===== src/rtl/irq_pkg.sv =====
// Shared definitions for the interrupt controller: FSM states, register map,
// cause-register bit positions and the interrupt-line count.
package irq_pkg;

    localparam int NUM_IRQ = 4;

    localparam logic [1:0] ADDR_MASK    = 2'd0;
    localparam logic [1:0] ADDR_PENDING = 2'd1;
    localparam logic [1:0] ADDR_EPC     = 2'd2;
    localparam logic [1:0] ADDR_CAUSE   = 2'd3;

    localparam int CAUSE_DF_BIT  = 7;
    localparam int CAUSE_EXC_BIT = 4;

    typedef enum logic [1:0] {
        ST_IDLE   = 2'd0,
        ST_TRAP   = 2'd1,
        ST_KERNEL = 2'd2
    } state_e;

    // One-hot of the lowest set bit; lowest index has the highest priority.
    function automatic logic [NUM_IRQ-1:0] lowest_set(input logic [NUM_IRQ-1:0] v);
        logic [NUM_IRQ-1:0] r;
        r = '0;
        for (int i = NUM_IRQ - 1; i >= 0; i--) begin
            if (v[i]) begin
                r    = '0;
                r[i] = 1'b1;
            end
        end
        return r;
    endfunction

endpackage


===== src/rtl/irq_sync.sv =====
// Two-flop synchronizer for asynchronous level inputs, followed by a
// rising-edge detector on the synchronized value.
module irq_sync #(
    parameter int WIDTH = 4
) (
    input  logic             clk,
    input  logic             reset,
    input  logic [WIDTH-1:0] async_in,
    output logic [WIDTH-1:0] rise
);

    logic [WIDTH-1:0] meta_q, meta_d;
    logic [WIDTH-1:0] sync_q, sync_d;
    logic [WIDTH-1:0] prev_q, prev_d;

    always_comb begin
        meta_d = async_in;
        sync_d = meta_q;
        prev_d = sync_q;
    end

    // NOTE: non-blocking assignments let every stage sample the old value of
    // the previous stage; blocking here would collapse the chain into one flop.
    always_ff @(posedge clk) begin
        if (reset) begin
            meta_q <= '0;
            sync_q <= '0;
            prev_q <= '0;
        end else begin
            meta_q <= meta_d;
            sync_q <= sync_d;
            prev_q <= prev_d;
        end
    end

    assign rise = sync_q & ~prev_q;

endmodule


===== src/rtl/irq_ctl.sv =====
// Interrupt controller: pends synchronized source edges, arbitrates against
// the mask, and sequences IDLE -> TRAP -> KERNEL around each trap.
module irq_ctl
    import irq_pkg::*;
(
    input  logic        clk,
    input  logic        reset,
    input  logic [3:0]  irq_src,
    input  logic [31:0] pc,
    input  logic        pc31,
    input  logic        exception,
    output logic        irq,
    output logic [31:0] epc,
    output logic [7:0]  cause,
    input  logic        cfg_we,
    input  logic [1:0]  cfg_addr,
    input  logic [31:0] cfg_wdata,
    output logic [31:0] cfg_rdata
);

    state_e               state_q, state_d;
    logic [NUM_IRQ-1:0]   mask_q, mask_d;
    logic [NUM_IRQ-1:0]   pending_q, pending_d;
    logic [31:0]          epc_q, epc_d;
    logic [7:0]           cause_q, cause_d;

    logic [NUM_IRQ-1:0]   rise;
    logic [NUM_IRQ-1:0]   enabled;
    logic [NUM_IRQ-1:0]   pending_clr;
    logic                 unused_wdata;

    assign unused_wdata = ^{cfg_wdata[31:8], cfg_wdata[6:4]};

    irq_sync #(.WIDTH(NUM_IRQ)) u_sync (
        .clk      (clk),
        .reset    (reset),
        .async_in (irq_src),
        .rise     (rise)
    );

    assign enabled     = pending_q & mask_q;
    assign pending_clr = (cfg_we && cfg_addr == ADDR_PENDING) ? cfg_wdata[NUM_IRQ-1:0] : '0;

    // NOTE: every variable gets its hold value first so no path through the
    // case/if tree leaves one unassigned, which would infer a latch.
    always_comb begin
        state_d   = state_q;
        mask_d    = mask_q;
        epc_d     = epc_q;
        cause_d   = cause_q;
        // A new edge wins over a software clear on the same bit.
        pending_d = (pending_q & ~pending_clr) | rise;

        if (cfg_we && cfg_addr == ADDR_MASK) begin
            mask_d = cfg_wdata[NUM_IRQ-1:0];
        end
        if (cfg_we && cfg_addr == ADDR_CAUSE && cfg_wdata[CAUSE_DF_BIT]) begin
            cause_d[CAUSE_DF_BIT] = 1'b0;
        end

        case (state_q)
            ST_IDLE: begin
                if (!pc31 && (exception || (|enabled))) begin
                    state_d                = ST_TRAP;
                    epc_d                  = pc;
                    cause_d[CAUSE_EXC_BIT] = exception;
                    cause_d[NUM_IRQ-1:0]   = exception ? '0 : lowest_set(enabled);
                end
            end
            ST_TRAP: begin
                state_d = ST_KERNEL;
                if (exception) cause_d[CAUSE_DF_BIT] = 1'b1;
            end
            ST_KERNEL: begin
                if (exception) cause_d[CAUSE_DF_BIT] = 1'b1;
                if (!pc31)     state_d = ST_IDLE;
            end
            default: state_d = ST_IDLE;
        endcase
    end

    // NOTE: every register here is a plain flop and is cleared by reset;
    // there is no memory array whose contents would be left unreset.
    always_ff @(posedge clk) begin
        if (reset) begin
            state_q   <= ST_IDLE;
            mask_q    <= '0;
            pending_q <= '0;
            epc_q     <= '0;
            cause_q   <= '0;
        end else begin
            state_q   <= state_d;
            mask_q    <= mask_d;
            pending_q <= pending_d;
            epc_q     <= epc_d;
            cause_q   <= cause_d;
        end
    end

    // Exception traps are taken by the decoder itself, so only interrupts pulse irq.
    assign irq   = (state_q == ST_TRAP) && !cause_q[CAUSE_EXC_BIT];
    assign epc   = epc_q;
    assign cause = cause_q;

    always_comb begin
        cfg_rdata = '0;
        case (cfg_addr)
            ADDR_MASK:    cfg_rdata[NUM_IRQ-1:0] = mask_q;
            ADDR_PENDING: cfg_rdata[NUM_IRQ-1:0] = pending_q;
            ADDR_EPC:     cfg_rdata              = epc_q;
            default:      cfg_rdata[7:0]         = cause_q;
        endcase
    end

endmodule


===== config.mk =====
export PLATFORM = sky130hd
export DESIGN_NAME = irq_ctl
export DESIGN_NICKNAME = d
export VERILOG_FILES = /design/src/rtl/irq_pkg.sv /design/src/rtl/irq_sync.sv /design/src/rtl/irq_ctl.sv
export SDC_FILE = /design/constraint.sdc
export NUM_CORES = 1
export LEC_CHECK = 0
export CAP_MARGIN = 10
export CORE_MARGIN = 1.5
export CORE_UTILIZATION = 33
export CTS_BUF_LIST = sky130_fd_sc_hd__clkbuf_16
export CTS_CLUSTER_DIAMETER = 60
export DETAILED_ROUTE_END_ITERATION = 7
export GPL_ROUTABILITY_DRIVEN = 0
export PLACE_DENSITY = 0.71
export SLEW_MARGIN = 20
export SYNTH_ARGS = -nofsm -noshare
export SYNTH_HDL_FRONTEND = slang
export SYNTH_SLANG_ARGS = --single-unit

===== constraint.sdc =====
create_clock -name clk -period 2 [get_ports clk]
set_input_delay 0.2 -clock clk [delete_from_list [all_inputs] [get_ports clk]]
set_output_delay 0.2 -clock clk [all_outputs]
set_load 0.005 [all_outputs]

==> impl_metrics.prom <==
# TYPE chip_impl_metric gauge
chip_impl_metric{name="synth_seq_area_share",unit=""} 0.409
chip_impl_metric{name="postRouteAntennaNets",unit=""} 0
chip_impl_info{name="rsz0062_at_grt",value="false"} 1
chip_impl_info{name="run_status",value="finished, final reports clean"} 1
chip_impl_metric{name="post-route-cell-area",unit="µm²"} 4490
chip_impl_info{name="hold_path_class",value="input pin to flip-flop"} 1
chip_impl_metric{name="cpPeakStageDelay",unit="ns"} 0.50
chip_impl_metric{name="distinct_cell_type_count_of_the_synthesized_netlist",unit=""} 35
chip_impl_metric{name="area_of_the_die",unit="µm²"} 9470
chip_impl_metric{name="timing_worst_slew_pin_value",unit="ns"} 0.520
chip_impl_metric{name="routed_wl",unit="µm"} 7340
chip_impl_metric{name="chipWidth",unit="µm"} 97.3
chip_impl_info{name="cts_tree",value="built"} 1
chip_impl_metric{name="antenna_cells",unit=""} 0
chip_impl_metric{name="post_drt_wl_per_cell",unit="µm"} 13.8
chip_impl_metric{name="initial_antenna_violation_count",unit=""} 0
chip_impl_metric{name="final_min_period_over_clock_period",unit=""} 0.917
chip_impl_metric{name="vdd_drop_max",unit="µV"} 440
chip_impl_info{name="timing.critical_path.slowest_stage_cell",value="clkdlybuf4s50_1"} 1
chip_impl_metric{name="synth_edf_count",unit=""} 0
chip_impl_metric{name="floorplan.core_area",unit="µm²"} 8680
chip_impl_metric{name="detail_route.drc_violations",unit=""} 0
chip_impl_metric{name="die-height",unit="µm"} 97.3
chip_impl_info{name="worstReg2RegEnd",value="epc[5]"} 1
chip_impl_metric{name="p_comb_frac",unit=""} 0.254
chip_impl_metric{name="floorplan.initialDensity",unit=""} 0.338
chip_impl_metric{name="synthCells",unit=""} 299
chip_impl_info{name="grt_busiest_layer",value="met2"} 1
chip_impl_info{name="path_cells",value="dlygate4sd2_1 -> nor2b_1 -> buf_4 -> and2_1 -> clkdlybuf4s50_1"} 1
chip_impl_metric{name="vias_per_cell",unit=""} 4.74
chip_impl_metric{name="maxSlewViolCount",unit=""} 0
chip_impl_info{name="critPathLaunchType",value="input pin"} 1
chip_impl_metric{name="fmaxAchievable",unit="MHz"} 545
chip_impl_metric{name="cts-htree-levels",unit=""} 3
chip_impl_metric{name="grt_util_met1",unit=""} 0.190
chip_impl_metric{name="avgSynthCellArea",unit="µm²"} 9.81
chip_impl_metric{name="clk_pin_slew_worst_paths",unit="ns"} 0.05
chip_impl_metric{name="final_net_count",unit=""} 497
chip_impl_metric{name="timing.setup.tns",unit="ns"} 0
chip_impl_metric{name="postSynth.asyncResetShare",unit=""} 0
chip_impl_metric{name="clock_tree.buffer_depth",unit=""} 2
chip_impl_info{name="hold_path_end",value="mask_q[2]"} 1
chip_impl_metric{name="track_usage",unit=""} 0.160
chip_impl_info{name="worstHoldStart",value="reset"} 1
chip_impl_metric{name="timing.reg2reg.worst_path_depth",unit=""} 6
chip_impl_metric{name="p_leak",unit="µW"} 0.00169
chip_impl_metric{name="period_needed",unit="ns"} 1.83
chip_impl_metric{name="clock_power_share",unit=""} 0.376
chip_impl_metric{name="ys_warn_count",unit=""} 0
chip_impl_metric{name="power_frac_seq",unit=""} 0.370
chip_impl_metric{name="first_iter_violations",unit=""} 59
chip_impl_metric{name="cellPowerDensity",unit="nW/µm²"} 864
chip_impl_metric{name="globalRouteMet3Util",unit=""} 0.0403
chip_impl_info{name="timing.setup.critical_path_class",value="input pin to output port"} 1
chip_impl_metric{name="reg2reg_slack",unit="ns"} 0.36
chip_impl_metric{name="detailed_placement_hpwl",unit="µm"} 5560
chip_impl_metric{name="grt_pass1_vias",unit=""} 2491
chip_impl_metric{name="hold_depth",unit=""} 2
chip_impl_metric{name="core.rowCount",unit=""} 34
chip_impl_metric{name="timing.max_slew.rel_slack",unit=""} 0.653
chip_impl_info{name="synthFlopType",value="dfxtp_1"} 1
chip_impl_metric{name="global_route.usage.met2",unit=""} 0.281
chip_impl_metric{name="syn-cell-area",unit="µm²"} 2930
chip_impl_metric{name="internal-power",unit="µW"} 2850
chip_impl_metric{name="numCtsBuffers",unit=""} 9
chip_impl_metric{name="grt_max_degree",unit=""} 37
chip_impl_info{name="cp-end-kind",value="output port"} 1
chip_impl_metric{name="worstPathRequired",unit="ns"} 1.80
chip_impl_metric{name="crit_fanout",unit=""} 26
chip_impl_metric{name="hold_viol",unit=""} 0
chip_impl_metric{name="area.growth.synth_to_final",unit="%"} 52.9
chip_impl_metric{name="io_pins",unit=""} 148
chip_impl_metric{name="clock_sink_count",unit=""} 60
chip_impl_metric{name="postPlaceCellArea",unit="µm²"} 4200
chip_impl_info{name="rr_startpoint",value="state_q[1]"} 1
chip_impl_info{name="clock-root-buffer",value="clkbuf_16"} 1
chip_impl_metric{name="buffer_ports.inserted",unit=""} 118
chip_impl_metric{name="postSynthRegisterBits",unit=""} 60
chip_impl_metric{name="drv_cap",unit=""} 0
chip_impl_metric{name="switching_power",unit="µW"} 1030
chip_impl_metric{name="power.switching_fraction",unit=""} 0.265
chip_impl_metric{name="cp.arrival",unit="ns"} 1.63
chip_impl_metric{name="clk_latency",unit="ns"} 0.32
chip_impl_metric{name="grt_pass1_wl",unit="µm"} 12100
chip_impl_metric{name="worst_clock_skew",unit="ns"} 0.00892
chip_impl_metric{name="globalRouteOverflowTotal",unit=""} 0
chip_impl_metric{name="final_util",unit=""} 0.517
chip_impl_metric{name="final-setup-viol-count",unit=""} 0
chip_impl_metric{name="drt-pass1-iter-count",unit=""} 4
chip_impl_metric{name="final_layout_size_suffix_gt1_frac",unit=""} 0.0733
chip_impl_metric{name="total_number_of_vias",unit=""} 2515
## area by class of cell
cell class	instances	area, µm²
fillers	802	4190
multi-input cells	212	1580
repair buffers	127	1250
flip-flops and latches	60	1200
clock buffers	9	225
well taps	108	135
clock inverters	7	61.3
inverters	8	30.0
## stage by stage
stage | std cells | power (µW) | setup slack (ns) | hold WS, ns
after floorplan | 300 | 1980 | 0.560 | 0.328
after global placement | 515 | 2410 | -0.118 | 0.418
after detailed placement | 515 | 2450 | -0.148 | 0.432
after CTS | 531 | 3920 | 0.125 | 0.348
after global routing | 531 | 4090 | 0.0166 | 0.387
final | 531 | 3880 | 0.166 | 0.349
## critical path: cells and delay by family
kind,cells,cell delay (ns)
buffers and inverters,3,1.09
and+or+nand+nor,2,0.33
## Yosys cell counts (2+ instances only)
| master | instances | area [µm²] |
|---|---|---|
| a21oi_1 | 6 | 30.0 |
| a22oi_1 | 3 | 22.5 |
| a311o_1 | 2 | 20.0 |
| a31oi_1 | 4 | 25.0 |
| and2_1 | 28 | 175 |
| buf_12 | 2 | 40.0 |
| buf_2 | 3 | 15.0 |
| buf_4 | 3 | 22.5 |
| clkbuf_1 | 10 | 37.5 |
| dfxtp_1 | 60 | 1200 |
| ha_1 | 4 | 50.1 |
| inv_1 | 8 | 30.0 |
| mux2i_1 | 40 | 400 |
| mux4_2 | 4 | 90.1 |
| nand2_1 | 3 | 11.3 |
| nand2b_1 | 73 | 457 |
| nand3b_1 | 2 | 15.0 |
| nand4_1 | 3 | 18.8 |
| nor2_1 | 7 | 26.3 |
| nor2b_1 | 16 | 100 |
| o21ai_0 | 4 | 20.0 |
## power groups by stage
stage / sequential (µW) / clock, µW / combinational, µW
3_5_place_dp: 1460 / 0 / 987
6_report: 1440 / 1460 / 984
5_1_grt: 1450 / 1580 / 1060
3_3_place_gp: 1450 / 0 / 953
4_1_cts: 1440 / 1490 / 990
2_1_floorplan: 1440 / 0 / 546
## cells by family after synthesis
logic type                 Yosys count  share of synthesized area
AOI/OAI and AO/OA                   25                     0.0597
adders and majority gates            4                     0.0171
buffers and inverters               28                     0.0584
DFF                                 60                      0.409
muxes                               44                      0.167
other                                1                    0.00128
and+or+nand+nor                    137                      0.287
## routing by layer
layer | share of wire | routed length (µm)
met1 | 0.44 | 3230
met2 | 0.49 | 3630
met3 | 0.054 | 393
met4 | 0.012 | 85
met5 | 0 | 0
## placed cells by master, fill, tap and decap left out, drive strengths merged, types with 3 or more instances in the layout
master,synthesis,final
clkdlybuf4s50,0,115
nand2b,73,73
dfxtp,60,60
mux2i,40,40
and2,28,28
nor2b,16,16
inv,8,11
buf,10,10
clkbuf,10,9
nor2,7,7
a21oi,7,7
o21ai,5,5
mux4,4,4
ha,4,4
a31oi,4,4
a22oi,4,4
nand2,3,3
nand4,3,3
## state kept, by name, summed over array words and instances (netlist names)
name and cells:
cause 6, u_sync.prev_q 4, pending_q 4, u_sync.meta_q 4, mask_q 4, epc 32, u_sync.prev_d 4, state_q 2
## how the worst max path moves through the flow
stage	to	slack [ns]	cells after the start	startpoint
after global routing	cfg_rdata[12]	0.02	5	cfg_addr[1]
after global placement	cfg_rdata[17]	-0.12	5	cfg_addr[1]
after floorplan	cause[2]	0.56	7	state_q[0]
after CTS	cfg_rdata[12]	0.13	5	cfg_addr[1]
final	cfg_rdata[12]	0.17	5	cfg_addr[1]
after detailed placement	cfg_rdata[12]	-0.15	5	cfg_addr[1]
## timing repair
| item | in CTS | in global routing |
|---|---|---|
| gates resized for setup | 2 | 0 |
| hold buffers | 0 | 0 |
| setup endpoints to repair | 30 | 0 |
| setup buffers | 0 | 0 |
No activity file was read; power rests on OpenSTA's default activity.
